File: src/rtl/vga_rx.sv
// Parallel video capture. The video bus is registered once (S1), packed to 16 bits
// and pushed into a small pixel FIFO. Per-frame line length, line count and pixel
// checksum are accumulated between vsync leading edges and latched at frame end.
module vga_rx #(
    parameter int unsigned FIFO_DEPTH = 4
) (
    input  logic        clk_i,
    input  logic        rst_n_i,
    input  logic        en_i,
    input  logic        hspol_i,
    input  logic        vspol_i,
    input  logic [1:0]  mode_i,
    input  logic [4:0]  vga_r_i,
    input  logic [5:0]  vga_g_i,
    input  logic [4:0]  vga_b_i,
    input  logic        vga_hsync_i,
    input  logic        vga_vsync_i,
    input  logic        vga_de_i,
    input  logic        clr_i,
    output logic        pix_valid_o,
    input  logic        pix_ready_i,
    output logic [15:0] pix_data_o,
    output logic        pix_sof_o,
    output logic        pix_eol_o,
    output logic [31:0] hvsize_o,
    output logic [15:0] csum_o,
    output logic        frame_done_o,
    output logic        size_err_o,
    output logic        ovf_o
);

    localparam int unsigned AW = $clog2(FIFO_DEPTH);
    localparam logic [AW:0] PtrOne = 1;

    typedef enum logic [1:0] {StIdle, StWaitVs, StActive} state_e;

    state_e state_q, state_d;

    // S1 capture stage
    logic [4:0] r_q;
    logic [5:0] g_q;
    logic [4:0] b_q;
    logic       de_q;
    logic       hs_q;
    logic       vs_q;
    logic       vs_prev_q;

    // Frame accumulators
    logic [15:0] line_cnt_q;
    logic [15:0] first_len_q;
    logic        first_seen_q;
    logic [15:0] vcnt_q;
    logic [15:0] csum_acc_q;
    logic        sof_pend_q;

    // Latched results and flags
    logic [31:0] hvsize_q;
    logic [15:0] csum_q;
    logic        frame_done_q;
    logic        size_err_q;
    logic        ovf_q;

    // FIFO
    logic [17:0] mem_q [FIFO_DEPTH];
    logic [AW:0] wr_ptr_q;
    logic [AW:0] rd_ptr_q;
    logic        fifo_empty;
    logic        fifo_full;
    logic        do_wr;
    logic        do_rd;
    logic [17:0] head;

    // Decoded control
    logic        st_active;
    logic        st_idle;
    logic        vs_lead;
    logic        frame_start;
    logic        frame_end;
    logic        wr_req;
    logic        line_end;
    logic [15:0] pix_packed;
    logic [15:0] len_inc;
    logic [15:0] vcnt_inc;
    logic        size_err_set;
    logic        ovf_set;

    // Horizontal sync is captured with the rest of the bus; framing relies on de alone.
    logic unused_hs;
    assign unused_hs = hs_q;

    // Register the video bus; sync polarity is normalised before the flop so a
    // polarity change together with the pin level never shows up as an edge.
    always_ff @(posedge clk_i or negedge rst_n_i) begin
        if (!rst_n_i) begin
            r_q       <= '0;
            g_q       <= '0;
            b_q       <= '0;
            de_q      <= 1'b0;
            hs_q      <= 1'b0;
            vs_q      <= 1'b0;
            vs_prev_q <= 1'b0;
        end else begin
            r_q       <= vga_r_i;
            g_q       <= vga_g_i;
            b_q       <= vga_b_i;
            de_q      <= vga_de_i;
            hs_q      <= vga_hsync_i ^ hspol_i;
            vs_q      <= vga_vsync_i ^ vspol_i;
            vs_prev_q <= vs_q;
        end
    end

    // Pack the S1 pixel according to the selected format
    always_comb begin
        pix_packed = '0;
        unique case (mode_i)
            2'b00:   pix_packed = {8'h00, r_q[4:2], g_q[5:3], b_q[4:3]};
            2'b01:   pix_packed = {4'h0, r_q[4:1], g_q[5:2], b_q[4:1]};
            2'b10:   pix_packed = {1'b0, r_q, g_q[5:1], b_q};
            default: pix_packed = {r_q, g_q, b_q};
        endcase
    end

    // FSM state register
    always_ff @(posedge clk_i or negedge rst_n_i) begin
        if (!rst_n_i) begin
            state_q <= StIdle;
        end else begin
            state_q <= state_d;
        end
    end

    assign vs_lead = vs_q & ~vs_prev_q;

    // FSM next state; dropping enable always wins
    always_comb begin
        state_d = state_q;
        if (!en_i) begin
            state_d = StIdle;
        end else begin
            unique case (state_q)
                StIdle:   state_d = StWaitVs;
                StWaitVs: if (vs_lead) state_d = StActive;
                StActive: state_d = StActive;
                default:  state_d = StIdle;
            endcase
        end
    end

    // FSM outputs: decoded frame and pixel events
    always_comb begin
        st_active   = (state_q == StActive);
        st_idle     = (state_q == StIdle);
        frame_start = en_i & vs_lead & ((state_q == StWaitVs) | st_active);
        frame_end   = en_i & vs_lead & st_active;
        wr_req      = en_i & st_active & de_q;
    end

    // Last active pixel of a line: de still high in S1 but already low on the pins
    assign line_end = de_q & ~vga_de_i;

    // Saturating increments for line length and line count
    always_comb begin
        len_inc  = (line_cnt_q == 16'hFFFF) ? 16'hFFFF : line_cnt_q + 16'd1;
        vcnt_inc = (vcnt_q == 16'hFFFF) ? 16'hFFFF : vcnt_q + 16'd1;
    end

    // Per-frame accumulators; partial frames are dropped whenever capture is disabled
    always_ff @(posedge clk_i or negedge rst_n_i) begin
        if (!rst_n_i) begin
            line_cnt_q   <= '0;
            first_len_q  <= '0;
            first_seen_q <= 1'b0;
            vcnt_q       <= '0;
            csum_acc_q   <= '0;
            sof_pend_q   <= 1'b0;
        end else if (!en_i || st_idle || frame_start) begin
            line_cnt_q   <= '0;
            first_len_q  <= '0;
            first_seen_q <= 1'b0;
            vcnt_q       <= '0;
            csum_acc_q   <= '0;
            sof_pend_q   <= frame_start;
        end else if (st_active && de_q) begin
            csum_acc_q <= csum_acc_q + pix_packed;
            sof_pend_q <= 1'b0;
            if (line_end) begin
                line_cnt_q <= '0;
                vcnt_q     <= vcnt_inc;
                if (!first_seen_q) begin
                    first_len_q  <= len_inc;
                    first_seen_q <= 1'b1;
                end
            end else begin
                line_cnt_q <= len_inc;
            end
        end
    end

    always_comb begin
        size_err_set = en_i & st_active & de_q & line_end & first_seen_q & ~vs_lead &
                       (len_inc != first_len_q);
        ovf_set      = wr_req & fifo_full;
    end

    // Frame results, frame pulse and sticky flags (set beats clear)
    always_ff @(posedge clk_i or negedge rst_n_i) begin
        if (!rst_n_i) begin
            hvsize_q     <= '0;
            csum_q       <= '0;
            frame_done_q <= 1'b0;
            size_err_q   <= 1'b0;
            ovf_q        <= 1'b0;
        end else begin
            frame_done_q <= frame_end;
            if (frame_end) begin
                hvsize_q <= {vcnt_q, first_len_q};
                csum_q   <= csum_acc_q;
            end
            size_err_q <= size_err_set | (size_err_q & ~clr_i);
            ovf_q      <= ovf_set | (ovf_q & ~clr_i);
        end
    end

    // FIFO status; full is judged before any same-cycle read
    always_comb begin
        fifo_empty = (wr_ptr_q == rd_ptr_q);
        fifo_full  = (wr_ptr_q[AW] != rd_ptr_q[AW]) &&
                     (wr_ptr_q[AW-1:0] == rd_ptr_q[AW-1:0]);
        do_wr      = wr_req & ~fifo_full;
        do_rd      = ~fifo_empty & pix_ready_i;
    end

    // FIFO pointers; disabling capture flushes the queue
    always_ff @(posedge clk_i or negedge rst_n_i) begin
        if (!rst_n_i) begin
            wr_ptr_q <= '0;
            rd_ptr_q <= '0;
        end else if (!en_i) begin
            wr_ptr_q <= '0;
            rd_ptr_q <= '0;
        end else begin
            if (do_wr) wr_ptr_q <= wr_ptr_q + PtrOne;
            if (do_rd) rd_ptr_q <= rd_ptr_q + PtrOne;
        end
    end

    // FIFO storage; contents are only observed through the valid-gated head
    always_ff @(posedge clk_i) begin
        if (do_wr) begin
            mem_q[wr_ptr_q[AW-1:0]] <= {sof_pend_q, line_end, pix_packed};
        end
    end

    // Head of FIFO presented combinationally, forced to zero when empty
    always_comb begin
        head        = mem_q[rd_ptr_q[AW-1:0]];
        pix_valid_o = ~fifo_empty;
        pix_sof_o   = pix_valid_o & head[17];
        pix_eol_o   = pix_valid_o & head[16];
        pix_data_o  = pix_valid_o ? head[15:0] : 16'h0000;
    end

    assign hvsize_o     = hvsize_q;
    assign csum_o       = csum_q;
    assign frame_done_o = frame_done_q;
    assign size_err_o   = size_err_q;
    assign ovf_o        = ovf_q;

endmodule
File: config.mk
export PLATFORM = sky130hd
export DESIGN_NAME = vga_rx
export DESIGN_NICKNAME = d
export VERILOG_FILES = /design/src/rtl/vga_rx.sv
export SDC_FILE = /design/constraint.sdc
export NUM_CORES = 1
export LEC_CHECK = 0
export BUFFER_PORTS_ARGS = -buffer_cell sky130_fd_sc_hd__buf_2
export CORE_ASPECT_RATIO = 0.6
export CORE_UTILIZATION = 50
export CTS_CLUSTER_SIZE = 10
export DETAILED_ROUTE_END_ITERATION = 16
export MAX_ROUTING_LAYER = met4
export PLACE_DENSITY = 0.69
export SKIP_CTS_REPAIR_TIMING = 1
export SLEW_MARGIN = 15
export SYNTH_ARGS = -nofsm -noshare
export SYNTH_HDL_FRONTEND = slang
export SYNTH_SLANG_ARGS = --single-unit
export TNS_END_PERCENT = 30
File: constraint.sdc
create_clock -name clk_i -period 3.25 [get_ports clk_i]
set_input_delay 0.65 -clock clk_i [delete_from_list [all_inputs] [get_ports clk_i]]
set_output_delay 0.65 -clock clk_i [all_outputs]
set_load 0.02 [all_outputs]
==> results.yml <==
outcome:
  outcome: "completed"
timing:
  finClkSkew_ps: 13.6
  fmax_ghz: 0.331
  hold_violations: 0
  final_max_slew_viol_count: 0
  rsz0062_at_grt: "no"
  finalSetupViolations: 0
  slew_headroom: 0.563
  finalCritPeriodShare: 0.929
  tightest_slew_ps: 649
  worst_slack_ps: 230
  period_minus_slack_ps: 3020
placement:
  dp_worst_setup_slack_ps: -238
  port_buffers: 95
  dpl.hpwl_um: 16000
  place.gp.congestion: 0.890
setup_path:
  crit_path_end_kind: "primary output"
  slowest_stage: "dfrtp_1"
  max_stage_delay_ps: 730
  critical_path.top_delay_family: "flip-flops"
  worstPathRequired_ps: 2600
  path_cells: "buf_4 -> mux4_2 -> nor2b_1 -> buf_2"
  crit_type: "reg -> out"
  arrival_ps: 2370
  critical_path.startpoint_type: "register"
  worstPathMaxFanout: 10
  crit_buf_inv: 2
cts:
  path_clk_slew_ps: 50
  cts_root_buffer: "clkbuf_16"
  numClockSinks: 216
  cts.path.max_buffers: 3
  insertion_delay_ps: 520
  cts_tree: "built"
  htree_levels: 1
  cts_inserted_buffers: 25
floorplan:
  start_util: 0.522
  die_width_um: 186
  core_area_mm2: 0.0194
  dieArea_mm2: 0.0209
  dieHeight_um: 112
  pin_count: 98
  rows: 39
power:
  p_leak_nw: 5.39
  pwr_density_cell_mw_per_mm2: 546
  ir_drop_mv: 0.415
  finalPower_mw: 6.54
detailed_routing:
  wire_per_inst_um: 18.2
  routed_via_density: 5.68
  drt_wl_total_um: 23000
  ant_nets: 0
  first_pass_iters: 5
  dr_total_vias: 7187
  route.detailed.drc: 0
  drt_iter0_drc: 548
final_layout:
  syn2layout_area_growth_pct: 17.9
  final_common_cell: "dfrtp_1"
  drive_above_1_share: 0.260
  nets: 1044
  n_antenna_cell: 0
  final_cell_mix: "144 x dfrtp_1, 94 x buf_2, 86 x nand2_1"
flow_run:
  max_cap_violations: 0
global_routing:
  antenna_found_initial: 0
  grt_pass1_wl_um: 37000
  globalRouteOverflowTotal: 0
  grt_max_degree: 54
  grtUsageTotal: 0.235
  grt_pass1_vias: 6740
synthesis:
  synth-seq-cells: 216
  netlist_area_mm2: 0.0101
  synth_area_per_cell_um2: 12.0
  yosysTopAreaCellShare: 0.355
  ys_top_cells_by_area: "dfrtp_1 36%, edfxtp_1 21%, mux2_2 4.8%"
  yosys.area.top_type: "dfrtp_1"
  ys_warn_count: 0
  synth_edf_count: 72
  syn-num-nets: 904
  async_flop_share: 0.667
  synthDistinctLibCells: 58
  ys_seq_area_frac: 0.568
  synth_cells: 848
  synth_ff_type: "dfrtp_1"
worst_hold_path:
  hp-class: "in -> async"
[synth_stat cells, types with 5 or more instances]
cell type / count
a21o_1: 9
a21oi_1: 53
a22o_1: 20
a31oi_1: 5
and2_1: 8
and3_1: 12
and4_1: 6
buf_2: 8
clkbuf_1: 26
dfrtp_1: 144
edfxtp_1: 72
ha_1: 27
inv_1: 23
mux2_2: 43
mux2i_1: 15
mux4_2: 21
nand2_1: 86
nand2b_1: 5
nand3_1: 18
nor2_1: 37
nor2b_1: 29
nor3_1: 12
nor4_1: 7
o21ai_0: 70
or3_1: 8
xnor2_1: 20
xor2_1: 9
[metrics by stage]
step	cell area [µm²]	TNS, ps	util	std cells	hold slack [ps]
floorplan	10200	0	-	848	347
global placement	11300	-188	0.580	1227	363
detailed placement	11300	-609	0.580	1227	364
CTS	12000	0	0.616	1266	89.8
global route	12000	0	0.616	1266	112
finish	12000	0	0.616	1266	77.7
[area by class of cell]
cell class,count,area (µm²)
well taps,266,333
clock inverters,1,20.0
fillers,1627,7460
flip-flops and latches,216,5770
clock buffers,38,684
repair buffers,151,927
multi-input cells,571,4150
inverters,23,86.3
[sequential cells by signal, indices dropped and copies added (netlist names), 2 cells and up]
register and flops:
line_cnt_q 16, state_q 2, r_q 5, csum_acc_q 16, g_q 6, b_q 5, first_len_q 16, mem_q 72
rd_ptr_q 3, hvsize_o 32, wr_ptr_q 3, csum_o 16, vcnt_q 16
[cell families after synthesis]
group | Yosys count | share of synthesized area
AO/OA/AOI/OAI | 184 | 0.110
XOR/XNOR | 29 | 0.0250
adder cells (fa/ha/maj) | 28 | 0.0353
buffers and inverters | 61 | 0.0240
flip-flops | 216 | 0.568
multiplexers | 79 | 0.109
AND/OR/NAND/NOR | 251 | 0.129
[worst reg2reg max path, delay by kind of cell, from the launching register on]
family | cells | cell delay, ps
AOI/OAI and AO/OA | 7 | 1610
adders and majority gates | 1 | 440
DFF | 1 | 420
and+or+nand+nor | 1 | 210
buffers and inverters | 1 | 120
muxes | 1 | 100
[final timing paths]
check / start / end / slack (ps) / cells past startpoint
min in group clk_i: vga_b_i[2] / b_q[2] / 230 / 1
max reg2reg: b_q[4] / csum_acc_q[14] / 230 / 11
min: rst_n_i / hvsize_o[25] / 80 / 1
max: rd_ptr_q[0] / pix_data_o[3] / 230 / 4
min reg2reg: vs_q / vs_prev_q / 380 / 0
max in group asynchronous: rst_n_i / line_cnt_q[11] / 2510 / 2
[report_power, final]
part	internal, mW	switching [mW]	total, mW	leakage (nW)
Clock	1.44	1.05	2.49	0.339
Combinational	0.409	0.678	1.09	2.44
Sequential	2.89	0.0640	2.96	2.62
Total	4.74	1.79	6.54	5.39
[layer usage]
metal / global-route usage / part of all wire
met5: - / 0
met4: 0.0421 / 0.012
met3: 0.0428 / 0.071
met2: 0.307 / 0.41
met1: 0.379 / 0.51
(Power assumes the default switching activity.)
